==> src/rtl/addsub_serial.sv <==
// addsub_serial: multi-cycle two's-complement adder/subtractor, CHUNK bits per clock
//   Build option: define ADDSUB_SAT_EN to clamp o_s on signed overflow.
//   Ports:
//     i_clk, i_rst_n       clock (rising edge), asynchronous active-low reset
//     i_valid / o_ready    operand handshake; i_a, i_b operands, i_sub (0 add, 1 subtract)
//     o_valid / i_ready    result handshake; o_s result
//     o_c carry out (1 = no borrow on subtract), o_v signed overflow,
//     o_n negative (o_s msb), o_z zero
module addsub_serial #(
    parameter int WIDTH = 8,
    parameter int CHUNK = 2
) (
    input  logic             i_clk,
    input  logic             i_rst_n,
    input  logic             i_valid,
    output logic             o_ready,
    input  logic [WIDTH-1:0] i_a,
    input  logic [WIDTH-1:0] i_b,
    input  logic             i_sub,
    output logic             o_valid,
    input  logic             i_ready,
    output logic [WIDTH-1:0] o_s,
    output logic             o_c,
    output logic             o_v,
    output logic             o_n,
    output logic             o_z
);
    localparam int N  = WIDTH / CHUNK;
    localparam int CW = (N > 1) ? $clog2(N) : 1;
    localparam int IW = $clog2(WIDTH);

    if (WIDTH < 2 || CHUNK < 1 || (WIDTH % CHUNK) != 0) begin : g_param_check
        $error("addsub_serial: WIDTH must be >= 2 and a multiple of CHUNK");
    end

    typedef enum logic [1:0] {IDLE, BUSY, DONE} state_t;

    state_t           state, state_nxt;
    logic [WIDTH-1:0] a_q, b_q, res, sum_full, s_fin;
    logic [CW-1:0]    cnt;
    logic [IW-1:0]    base;
    logic [CHUNK:0]   part;
    logic             cy, last, v_fin;

    assign o_ready = (state == IDLE);
    assign o_valid = (state == DONE);
    assign last    = (cnt == CW'(N - 1));

    always_ff @(posedge i_clk or negedge i_rst_n) begin
        if (!i_rst_n) state <= IDLE;
        else          state <= state_nxt;
    end

    always_comb begin
        state_nxt = state;
        case (state)
            IDLE:    state_nxt = i_valid ? BUSY : IDLE;
            BUSY:    state_nxt = last ? DONE : BUSY;
            DONE:    state_nxt = i_ready ? IDLE : DONE;
            default: state_nxt = IDLE;
        endcase
    end

    // One CHUNK-wide ripple slice; sum_full is the result with this cycle's chunk merged in,
    // so on the last cycle it holds the complete raw sum for the flag logic.
    always_comb begin
        base     = IW'(int'(cnt) * CHUNK);
        part     = {1'b0, a_q[base +: CHUNK]} + {1'b0, b_q[base +: CHUNK]} + (CHUNK + 1)'(cy);
        sum_full = res;
        sum_full[base +: CHUNK] = part[CHUNK-1:0];
        // b_q already holds the inverted operand, so its msb is b'_msb
        v_fin    = (a_q[WIDTH-1] == b_q[WIDTH-1]) && (sum_full[WIDTH-1] != a_q[WIDTH-1]);
`ifdef ADDSUB_SAT_EN
        s_fin    = v_fin ? {a_q[WIDTH-1], {(WIDTH-1){~a_q[WIDTH-1]}}} : sum_full;
`else
        s_fin    = sum_full;
`endif
    end

    always_ff @(posedge i_clk or negedge i_rst_n) begin
        if (!i_rst_n) begin
            a_q <= '0;
            b_q <= '0;
            res <= '0;
            cy  <= 1'b0;
            cnt <= '0;
            o_s <= '0;
            o_c <= 1'b0;
            o_v <= 1'b0;
            o_n <= 1'b0;
            o_z <= 1'b0;
        end else if (state == IDLE && i_valid) begin
            // subtraction as A + ~B + 1: the +1 enters through the initial carry
            a_q <= i_a;
            b_q <= i_b ^ {WIDTH{i_sub}};
            cy  <= i_sub;
            cnt <= '0;
        end else if (state == BUSY) begin
            res <= sum_full;
            cy  <= part[CHUNK];
            cnt <= cnt + CW'(1);
            if (last) begin
                o_s <= s_fin;
                o_c <= part[CHUNK];
                o_v <= v_fin;
                o_n <= s_fin[WIDTH-1];
                o_z <= (s_fin == '0);
            end
        end
    end
endmodule

==> config.mk <==
export PLATFORM = sky130hd
export DESIGN_NAME = addsub_serial
export DESIGN_NICKNAME = d
export VERILOG_FILES = /design/src/rtl/addsub_serial.sv
export SDC_FILE = /design/constraint.sdc
export NUM_CORES = 1
export LEC_CHECK = 0
export BUFFER_PORTS_ARGS = -buffer_cell sky130_fd_sc_hd__buf_4
export CAP_MARGIN = 20
export CORE_AREA = 2 2 92 94
export DETAILED_ROUTE_END_ITERATION = 12
export DIE_AREA = 0 0 94 96
export PLACE_DENSITY = 0.55
export SLEW_MARGIN = 40
export SYNTH_ARGS = -nofsm -noshare
export SYNTH_HDL_FRONTEND = slang
export SYNTH_SLANG_ARGS = --single-unit
==> constraint.sdc <==
create_clock -name i_clk -period 3.1 [get_ports i_clk]
set_input_delay 0.465 -clock i_clk [delete_from_list [all_inputs] [get_ports i_clk]]
set_output_delay 0.465 -clock i_clk [all_outputs]
set_load 0.02 [all_outputs]
== Word-level counts from Yosys, hierarchy flattened ==
Cells that the tools add are included.
Operators by class
  equality and inequality tests: 5
  shift-type cells: 4
  reduce and logical (&&, ||, !) cells: 7
  add/subtract/negate cells: 4
  bitwise operators: 2
  muxes and demuxes: 9
Operators by type and width (count)
  8-bit by 4-bit indexed part select with 2-bit output: 2
  8-bit bitwise mux: 1
  8-bit logical NOT: 1
  2-bit two-way mux: 4
  2-bit by 5-bit variable shift with 8-bit output (first input constant): 1
  2-bit by 5-bit indexed part select with 8-bit output: 1
  8-bit XOR: 1
  2-bit case mux with 3 select lines: 1
  3-bit negator with 5-bit output: 1
  2-bit == test (second input constant): 2
  2-bit by 2-bit adder with 3-bit output: 1
  3-bit by 1-bit adder with 3-bit output: 1
  1-bit two-way mux: 3
  3-bit AND reduction: 1
  2-bit by 1-bit adder with 2-bit output (second input constant): 1
  2-bit by 1-bit == test with 1-bit output (second input constant): 1
  1-bit logical AND: 2
  2-bit logical NOT: 1
  2-bit AND reduction: 1
  2-bit nonzero test: 1
  1-bit == test: 1
  1-bit != test: 1
  1-bit NOT: 1
Storage, ports and cells
  bits in registers: 41
  output and inout port bits: 14
  logic and storage cells: 42

== Depth between registers and ports, before layout ==
  word-level depth: 7
  gate-level depth with buffers: 8

== Least setup slack after synthesis ==
No wires, ideal clock.
  path type: reg2reg
  from: reg cnt[0]
  to: reg o_v
  arrival time: 2.768 ns
  path buffers: 1
  clock period less this slack: 2.892 ns
  slack: 0.208 ns
  cell stages (with the launch flop): 9
  path through: dfrtp_1 -> buf_4 -> mux4_2 -> fa_1 -> fa_1 -> nor2b_2 -> a31oi_2 -> and3_1 -> o31a_1
On the way
  longest elaborated chain between the ends: 7
  elaborated cells on any way between the ends: 12
  classes of those cells: 3 x add/sub; 2 x eq/ne; 4 x shift; 1 x mux; 2 x reduce/logical
RTL lines
  from (decl): line 40  | logic [CW-1:0] cnt;
  from (signal assigned): line 101  | cnt <= cnt + CW'(1);
  8-bit by 4-bit indexed part select with 2-bit output: line 68  | part = {1'b0, a_q[base +: CHUNK]} + {1'b0, b_q[base +: CHUNK]} + (CHUNK + 1)'(cy);
  2-bit by 2-bit adder with 3-bit output: line 68
  3-bit by 1-bit adder with 3-bit output: line 68
  2-bit by 5-bit indexed part select with 8-bit output: line 70  | sum_full[base +: CHUNK] = part[CHUNK-1:0];
  8-bit bitwise mux: line 70
  1-bit != test: line 72  | v_fin = (a_q[WIDTH-1] == b_q[WIDTH-1]) && (sum_full[WIDTH-1] != a_q[WIDTH-1]);
  1-bit logical AND: line 72
  to (signal assigned): line 105  | o_v <= v_fin;
  to (decl): line 24  | output logic o_v,
Parallel ways exist; a longest one is shown, timed or not.
A chain may end at the register's enable or synchronous reset.

== Final worst setup path ==
Same ends and word-level chain as after synthesis.

==> metrics.cfg <==
[outcome]
status=finished clean

[place]
placed_cell_area_um2=2310
post-dp-hpwl_mm=2.88
port_buffers=34
finalWeightedCongestion=0.782

[timing]
rsz0062_at_grt=false
post-route-period-util_pct=94.6
maxSlewHeadroom_pct=53.6
report.final.slew_viol_count=0
finalHoldViolations=0
setup_viol_count_final=0
tightest_slew_ps=696
skew_ps=5.43
tns_ps=0
fmax_mhz=341
min_period_ps=2930

[synthesis]
synth_edf_count=0
ys.flop_type=dfrtp_1
seq_area_frac_synth_pct=51.2
synth_nets=224
syn_area_um2=1960
synth.avg_cell_area_um2=10.0
syn-instance-count=195
yosysUniqueCellTypes=32
synth_seq_cells=40
async_flop_share_pct=100
yosysWarnings=0

[floorplan]
dieArea_um2=9020
core_um2=8050
die_w_um=94
start_util_pct=24.3
row_count=33
io_pins=35
die-height_um=96

[final_layout]
drive_above_1_share_pct=23.1
register_area_um2=1000
multiInputGateArea_um2=880
n_fill_cell=872
antennaDiodeCount=0
areaGrowthSynthToFinish_pct=23.0
finish.net_count=257
stdcell_area_um2=2410

[clock_tree]
cts.path.max_buffers=2
clk_pin_slew_ps=80
clkLatencyLatePin_ps=280
root_buffer=clkbuf_8
cts_tree=yes
numClockSinks=40
cts_hold_buffers=0
h-tree-depth=2
cts_resized=0
post_cts_buffers=0
cts_inserted_buffers=5

[critical_path]
crit_path_max_fanout=5
arrival_ps=3110
slowest_stage=mux4_2
end_kind=flop
crit_buf_inv=0
path_class=reg -> reg
crit_top_cell=fa_1
critPathLaunchType=flop
required_ps=3280
crit_chain=mux4_2 > fa_1 > fa_1 > nor2b_2 > a31oi_2 > and3_1 > o31a_1
path_delay_family=adder cells
cp_slowest_stage_delay_ps=560

[power]
powerDensity_nw_per_um2=990
peakVddDrop_mv=0.321
power.leakage_nw=1.11

[detailed_routing]
wl_per_cell_um=11.6
dr.pass1.iters=4
vias=1416
wl_met2_mm=1.78
wl_met1_mm=1.90
detail-route-antenna-nets=0
drcViolationCount=0
drtIter0Drc=55
routed.top_layer=met4
wl_met3_um=183
routed_wl_mm=3.89
via_per_inst=4.24

[global_route]
grt_usage_pct=9.41
grt_pass1_vias=1369
grt_first_pass_wirelength_mm=6.61
antenna_found_initial=0
grt_start_max_net_pins=41
gr-total-overflow=0

[flow_run]
drv_cap=0

[worst_hold_path]
min_path_type=in -> async

synthesized netlist by cell type (2+ instances only):
| cell | number | area share [%] |
|---|---|---|
| dfrtp_1 | 40 | 51 |
| nand4_1 | 2 | 0.64 |
| buf_2 | 3 | 0.77 |
| fa_1 | 2 | 2.0 |
| nor2b_1 | 10 | 3.2 |
| nand2_1 | 49 | 9.4 |
| inv_1 | 7 | 1.3 |
| clkbuf_1 | 5 | 0.96 |
| o21ai_0 | 29 | 7.4 |
| nand2b_1 | 3 | 0.96 |
| a41oi_1 | 2 | 0.90 |
| buf_4 | 2 | 0.77 |
| nand3_1 | 4 | 1.0 |
| mux4_2 | 4 | 4.6 |
| ha_1 | 6 | 3.8 |
| xnor2_1 | 8 | 3.6 |
| a31oi_1 | 4 | 1.3 |
metal layers:
metal | up-vias | GRT usage [%]
li1 | 719 | -
met1 | 669 | 12.4
met2 | 26 | 15.0
met3 | 2 | 2.82
met4 | 0 | 2.78
met5 | - | 0
cell usage in the layout, fill, tap and decap left out:
master	count
nand2_1	49
dfrtp_1	40
buf_4	36
o21ai_0	29
nor2b_1	10
xnor2_1	8
inv_1	7
ha_1	6
clkbuf_8	6
mux4_2	4
nand3_1	4
a31oi_1	4
nand2b_1	3
a41oi_1	2
nand4_1	2
fa_1	2
clkinvlp_4	2
nor2_1	1
nand3b_1	1
nand2_2	1
nor2b_4	1
nor2b_2	1
nor3b_1	1
a311oi_2	1
a21oi_1	1
a31oi_2	1
and3_1	1
nor3_1	1
o31a_1	1
o21ai_1	1
and2_1	1
o211ai_1	1
per-stage QoR:
| stage | std cells | power, W | util (%) | setup slack (ps) | hold slack, ps |
|---|---|---|---|---|---|
| 2_1_floorplan | 195 | 0.00171 | - | 208 | 169 |
| 3_3_place_gp | 326 | 0.00203 | 28.7 | 205 | 461 |
| 3_5_place_dp | 326 | 0.00205 | 28.7 | 163 | 463 |
| 4_1_cts | 334 | 0.00242 | 29.9 | 148 | 158 |
| 5_1_grt | 334 | 0.00260 | 29.9 | 62.5 | 185 |
| 6_report | 334 | 0.00238 | 29.9 | 169 | 141 |
final timing paths:
| kind | slack [ps] | endpoint | start | cells past startpoint |
|---|---|---|---|---|
| setup / recovery | 170 | o_v | cnt[0] | 7 |
| hold / removal | 140 | o_s[7] | i_rst_n | 1 |
| setup reg to reg | 170 | o_v | cnt[0] | 7 |
| hold reg to reg | 470 | a_q[4] | a_q[4] | 2 |
| max in group asynchronous | 2610 | cnt[0] | i_rst_n | 1 |
| min in group i_clk | 360 | state[1] | i_ready | 2 |
final cells by class:
| type | count | area share, % |
|---|---|---|
| Clock buffer | 6 | 3.43 |
| Multi-Input combinational cell | 138 | 36.6 |
| Sequential cell | 40 | 41.6 |
| Tap cell | 105 | 5.46 |
| Timing Repair Buffer | 36 | 11.2 |
| Inverter | 7 | 1.09 |
| Clock inverter | 2 | 0.624 |
state kept, by name (all words and copies together), names as in the netlist:
| signal | cells |
|---|---|
| a_q | 8 |
| b_q | 8 |
| o_s | 8 |
| res | 8 |
| cnt | 2 |
| state | 2 |
| cy | 1 |
| o_c | 1 |
| o_v | 1 |
| o_z | 1 |
cell families after synthesis:
kind of cell | share of synthesized area [%]
mux | 4.61
xor+xnor | 3.58
fa+ha+maj | 5.89
compound gates | 12.3
flops | 51.2
buf+inv | 3.84
simple gates | 18.6
power by group:
part	total, W	switching, W	internal (W)
registers	0.000883	0.000152	0.000732
logic	0.00113	0.000645	0.000489
clock network	0.000366	0.000185	0.000180
Power figures use the tool's default switching activity.
